`src/rtl/alarm_pkg.sv`:
```
// Shared definitions for the alarm controller: state encoding and digit limits.
package alarm_pkg;

  typedef enum logic [1:0] {
    IDLE    = 2'd0,
    ARMED   = 2'd1,
    RINGING = 2'd2,
    SNOOZE  = 2'd3
  } state_t;

  localparam logic [3:0] MAX_UNITS = 4'd9;
  localparam logic [2:0] MAX_TENS  = 3'd5;

endpackage

```
`src/rtl/alarm_setpoint.sv`:
```
// Alarm setpoint digits (minutes tens/units); each wraps independently, edits only in set mode.
module alarm_setpoint
  import alarm_pkg::*;
(
  input  logic       clk,
  input  logic       reset,
  input  logic       set_alarm,
  input  logic       inc_min_units,
  input  logic       inc_min_tens,
  output logic [2:0] alarm_min_tens,
  output logic [3:0] alarm_min_units
);

  always_ff @(posedge clk or negedge reset) begin
    if (!reset) begin
      alarm_min_tens  <= '0;
      alarm_min_units <= '0;
    end else if (set_alarm) begin
      // units never carries into tens: the two buttons edit their digit in isolation
      if (inc_min_units)
        alarm_min_units <= (alarm_min_units == MAX_UNITS) ? 4'd0 : alarm_min_units + 4'd1;
      if (inc_min_tens)
        alarm_min_tens <= (alarm_min_tens == MAX_TENS) ? 3'd0 : alarm_min_tens + 3'd1;
    end
  end

endmodule

```
`src/rtl/alarm_controller.sv`:
```
// Alarm sequencer: compares setpoint against running mm:ss and drives ring/snooze/buzzer.
//   state   | meaning
//   IDLE    | alarm disabled or setpoint being edited
//   ARMED   | waiting for time to reach setpoint
//   RINGING | buzzer toggling each tick, RING_SECONDS ticks max
//   SNOOZE  | silent countdown of SNOOZE_SECONDS ticks, then rings again
module alarm_controller
  import alarm_pkg::*;
#(
  parameter int unsigned RING_SECONDS   = 60,   // 1..255
  parameter int unsigned SNOOZE_SECONDS = 120   // 1..255
) (
  input  logic       clk,
  input  logic       reset,
  input  logic       tick,
  input  logic [2:0] min_tens,
  input  logic [3:0] min_units,
  input  logic [2:0] sec_tens,
  input  logic [3:0] sec_units,
  input  logic       alarm_en,
  input  logic       set_alarm,
  input  logic       inc_min_units,
  input  logic       inc_min_tens,
  input  logic       snooze,
  input  logic       stop,
  output logic [2:0] alarm_min_tens,
  output logic [3:0] alarm_min_units,
  output logic       ringing,
  output logic       buzzer,
  output logic [1:0] state
);

  localparam logic [7:0] RING_LAST   = 8'(RING_SECONDS - 1);
  localparam logic [7:0] SNOOZE_LOAD = 8'(SNOOZE_SECONDS);

  state_t     state_q;
  logic [7:0] ring_cnt;
  logic [7:0] snooze_cnt;
  logic       match;
  logic       match_q;
  logic       trigger;

  alarm_setpoint u_setpoint (
    .clk             (clk),
    .reset           (reset),
    .set_alarm       (set_alarm),
    .inc_min_units   (inc_min_units),
    .inc_min_tens    (inc_min_tens),
    .alarm_min_tens  (alarm_min_tens),
    .alarm_min_units (alarm_min_units)
  );

  assign match = (min_tens == alarm_min_tens) && (min_units == alarm_min_units) &&
                 (sec_tens == 3'd0) && (sec_units == 4'd0);
  assign trigger = match && !match_q;

  // Reset value of 1 keeps 00:00 vs. setpoint 0:0 from firing straight out of reset.
  always_ff @(posedge clk or negedge reset) begin
    if (!reset) match_q <= 1'b1;
    else        match_q <= match;
  end

  always_ff @(posedge clk or negedge reset) begin
    if (!reset) begin
      state_q    <= IDLE;
      ring_cnt   <= '0;
      snooze_cnt <= '0;
      buzzer     <= 1'b0;
    end else if (!alarm_en) begin
      state_q <= IDLE;
      buzzer  <= 1'b0;
    end else begin
      case (state_q)
        IDLE: begin
          if (!set_alarm) state_q <= ARMED;
        end
        ARMED: begin
          if (set_alarm) begin
            state_q <= IDLE;
          end else if (trigger) begin
            state_q  <= RINGING;
            ring_cnt <= '0;
            buzzer   <= 1'b1;
          end
        end
        RINGING: begin
          if (stop) begin
            state_q <= ARMED;
            buzzer  <= 1'b0;
          end else if (snooze) begin
            state_q    <= SNOOZE;
            snooze_cnt <= SNOOZE_LOAD;
            buzzer     <= 1'b0;
          end else if (tick) begin
            if (ring_cnt == RING_LAST) begin
              state_q <= ARMED;
              buzzer  <= 1'b0;
            end else begin
              ring_cnt <= ring_cnt + 8'd1;
              buzzer   <= ~buzzer;
            end
          end
        end
        SNOOZE: begin
          if (stop) begin
            state_q <= ARMED;
          end else if (tick) begin
            if (snooze_cnt == 8'd1) begin
              state_q  <= RINGING;
              ring_cnt <= '0;
              buzzer   <= 1'b1;
            end else begin
              snooze_cnt <= snooze_cnt - 8'd1;
            end
          end
        end
        default: begin
          state_q <= IDLE;
          buzzer  <= 1'b0;
        end
      endcase
    end
  end

  assign state   = state_q;
  assign ringing = (state_q == RINGING);

endmodule

```
`config.mk`:
```
export PLATFORM = sky130hd
export DESIGN_NAME = alarm_controller
export DESIGN_NICKNAME = d
export VERILOG_FILES = /design/src/rtl/alarm_pkg.sv /design/src/rtl/alarm_setpoint.sv /design/src/rtl/alarm_controller.sv
export SDC_FILE = /design/constraint.sdc
export NUM_CORES = 1
export LEC_CHECK = 0
export ABC_AREA = 1
export BUFFER_PORTS_ARGS = -buffer_cell sky130_fd_sc_hd__buf_2
export CORE_ASPECT_RATIO = 0.7
export CORE_UTILIZATION = 55
export CTS_BUF_LIST = sky130_fd_sc_hd__clkbuf_2 sky130_fd_sc_hd__clkbuf_4 sky130_fd_sc_hd__clkbuf_8
export CTS_CLUSTER_SIZE = 14
export DETAILED_ROUTE_END_ITERATION = 8
export PLACE_DENSITY = 0.85
export SETUP_SLACK_MARGIN = 0.1
export SLEW_MARGIN = 10
export SYNTH_ARGS = -nofsm -noshare
export SYNTH_HDL_FRONTEND = slang
export SYNTH_HIERARCHICAL = 1
export SYNTH_SLANG_ARGS = --single-unit
```
`constraint.sdc`:
```
create_clock -name clk -period 2.72 [get_ports clk]
set_input_delay 0.136 -clock clk [delete_from_list [all_inputs] [get_ports clk]]
set_output_delay 0.136 -clock clk [all_outputs]
set_load 0.005 [all_outputs]
```
==> reports/results.ini <==
[status]
status = finished, final reports clean

[grt]
track_usage_pct = 24.5
antenna_found_initial = 0
overflow = 0
grt_max_degree = 28
grt_first_pass_wirelength_mm = 6.67
grt_pass1_vias = 1544

[floorplanning]
io_pins = 34
die_w_um = 70.2
fp.dieH_um = 49.7
start_util_pct = 60.8
fp-row-count = 16
die_area_um2 = 3490
core_um2 = 2940

[detailed_routing]
vias_per_cell = 5.23
antenna_left = 0
drtIter0Drc = 67
dr_wl_met2_mm = 1.53
wl_met3_um = 224
drc = 0
vias = 1667
first_pass_iters = 4
top_layer = met4
wl_mm = 3.72
wl_per_cell_um = 11.6
met1Wirelength_mm = 1.95

[finish]
antennaDiodeCount = 0
final_nets = 310
fillers = 264
area_growth_syn_to_layout_pct = 13.4
fin_cells = 319
drive_gt1_share_pct = 21.2

[placed_design]
gp_congestion = 0.916
placed_cells = 314
portBuffers = 33
hpwlAfterDp_mm = 2.88

[timing]
finClkSkew_ns = 0.00728
finalCritPeriodShare_pct = 70.3
fin_setup_tns_ns = 0
hold_slack_ns = 0.119
worst_slew_pin_slew_ns = 0.606
fmax_ghz = 0.523
max-slew-margin-rel_pct = 59.6
setup_viol = 0
slew_viol_final = 0
hold_viol = 0
rsz0062_at_grt = no
period_needed_ns = 1.91

[power_and_ir_drop]
p_leak_nw = 0.983
vdd_drop_max_mv = 0.537
power_density_nw_per_um2 = 726

[hold_path]
hold_class = in -> reg
min_from = inc_min_units

[clocking]
post_cts_buffers = 0
clock_latency_ns = 0.27
cts_resized = 0
cts.clk_slew.worst_paths_ns = 0.09
cts.sinks = 27
htree_num_levels = 1
clk_path_buf_depth = 2
cts-hold-fix-buffers = 1
cts_tree = built
cts_root_buffer = clkbuf_8
numCtsBuffers = 3

[yosys]
synthArstFlopShare_pct = 100
ys_seq_elements = 27
synth_warnings = 6
synth-seq-area-share_pct = 37.8
syn_area_um2 = 1790
yosysMostFrequentCell = nand2_1
ys.flop_type = dfrtp_1
synth_cells = 248
synth_top_area_cell = dfrtp_1
ys_top_cells_by_area = dfrtp_1 36%, nand2_1 13%, nand3_1 7.0%
yosys.area.top_type_share_pct = 36.4
synth_edf_count = 0
avgSynthCellArea_um2 = 7.21
yosys-top-cells-count = 62 x nand2_1, 27 x inv_1, 27 x nor2_1
syn-num-nets = 274
ys_types = 34

[critical_path]
path_max_fanout = 11
cp-startpoint = state[1]$_DFFE_PN0P_
setup.worst_path.class = reg -> reg
crit_arrival_ns = 2.07
cp_data_required_time_ns = 2.88
reg2reg_from = state[1]$_DFFE_PN0P_
startpoint_type = flip-flop
end_kind = flip-flop

[flow_run]
cap_violations = 0

-- state kept, by name, indices dropped and copies added, names as in the netlist --
| signal | cells |
|---|---|
| u_setpoint/alarm_min_units | 4 |
| ring_cnt | 8 |
| match_q | 1 |
| buzzer | 1 |
| snooze_cnt | 8 |
| state | 2 |
| u_setpoint/alarm_min_tens | 3 |
-- path summary, 6_finish.rpt --
path | end | slack, ns | depth (start not counted)
setup reg to reg | snooze_cnt[6]$_DFFE_PN0P_ | 0.81 | 10
setup / recovery | snooze_cnt[6]$_DFFE_PN0P_ | 0.81 | 10
min in group asynchronous | ring_cnt[3]$_DFFE_PN0P_ | 0.40 | 2
max in group asynchronous | ring_cnt[2]$_DFFE_PN0P_ | 1.92 | 2
hold / removal | u_setpoint/alarm_min_units[0]$_DFFE_PN0P_ | 0.12 | 3
hold reg to reg | ring_cnt[3]$_DFFE_PN0P_ | 0.52 | 2
-- critical path, stage by stage, from the launching register on --
cell      delay (ns)
dfrtp_1         0.50
nand2_2         0.21
nor2_2          0.07
nor3_1          0.15
nand2_1         0.11
nor2_2          0.36
nand2_1         0.13
clkinv_1        0.10
nand2_1         0.05
nand2_1         0.06
nand3_1         0.06
-- power by group --
part,leakage (nW),internal [mW],switching [mW]
Clock,0.0262,0.115,0.120
Sequential,0.340,0.515,0.122
Combinational,0.616,0.237,0.365
Total,0.983,0.867,0.606
-- cell type report --
| type | count | area (um^2) | area share, % |
|---|---|---|---|
| inverter | 37 | 139 | 6.85 |
| tap | 36 | 45.0 | 2.22 |
| multi-input combinational | 181 | 943 | 46.5 |
| timing repair buffer | 34 | 175 | 8.64 |
| sequential | 27 | 677 | 33.4 |
| clock buffer | 4 | 48.8 | 2.41 |
-- placed cells by master (no fill, tap or decap), types with 2 or more instances in the layout --
| cell | netlist | layout |
|---|---|---|
| nand3b_1 | 2 | 2 |
| o21ai_0 | 3 | 3 |
| nand4_1 | 5 | 5 |
| buf_2 | 0 | 33 |
| nand2_1 | 62 | 62 |
| dfrtp_1 | 26 | 26 |
| o21ai_1 | 11 | 11 |
| nor2_4 | 3 | 3 |
| xor2_1 | 4 | 4 |
| nor3_1 | 3 | 3 |
| nor2_2 | 4 | 4 |
| a21oi_1 | 5 | 5 |
| xnor2_1 | 6 | 6 |
| nand3_1 | 25 | 25 |
| inv_2 | 6 | 6 |
| nor2_1 | 27 | 27 |
| o21ai_2 | 3 | 3 |
| a21boi_1 | 2 | 2 |
| clkinv_1 | 4 | 4 |
| clkbuf_8 | 0 | 3 |
| nand2_2 | 3 | 3 |
| ha_1 | 3 | 3 |
| inv_1 | 27 | 27 |
-- cell families after synthesis --
logic type | synth area share, %
fa+ha+maj | 2.10
simple gates | 34.6
xor+xnor | 4.89
mux | 0.559
buf+inv | 9.44
compound gates | 10.6
flops | 37.8
-- layer usage --
metal	GRT usage, %	vias to the layer above
met5	0	-
met2	36.7	51
li1	-	861
met4	6.33	0
met3	6.34	2
met1	35.3	753
-- through the flow --
| step | utilization (%) | power (mW) | area [um^2] | worst slack [ns] |
|---|---|---|---|---|
| after CTS | 68.9 | 1.48 | 2030 | 0.814 |
| after global placement | 66.9 | 1.22 | 1970 | 0.993 |
| after floorplan | - | 1.06 | 1790 | 1.24 |
| after global routing | 68.9 | 1.60 | 2030 | 0.595 |
| final | 68.9 | 1.47 | 2030 | 0.809 |
| after detailed placement | 66.9 | 1.24 | 1970 | 0.863 |
(Power assumes the default switching activity.)
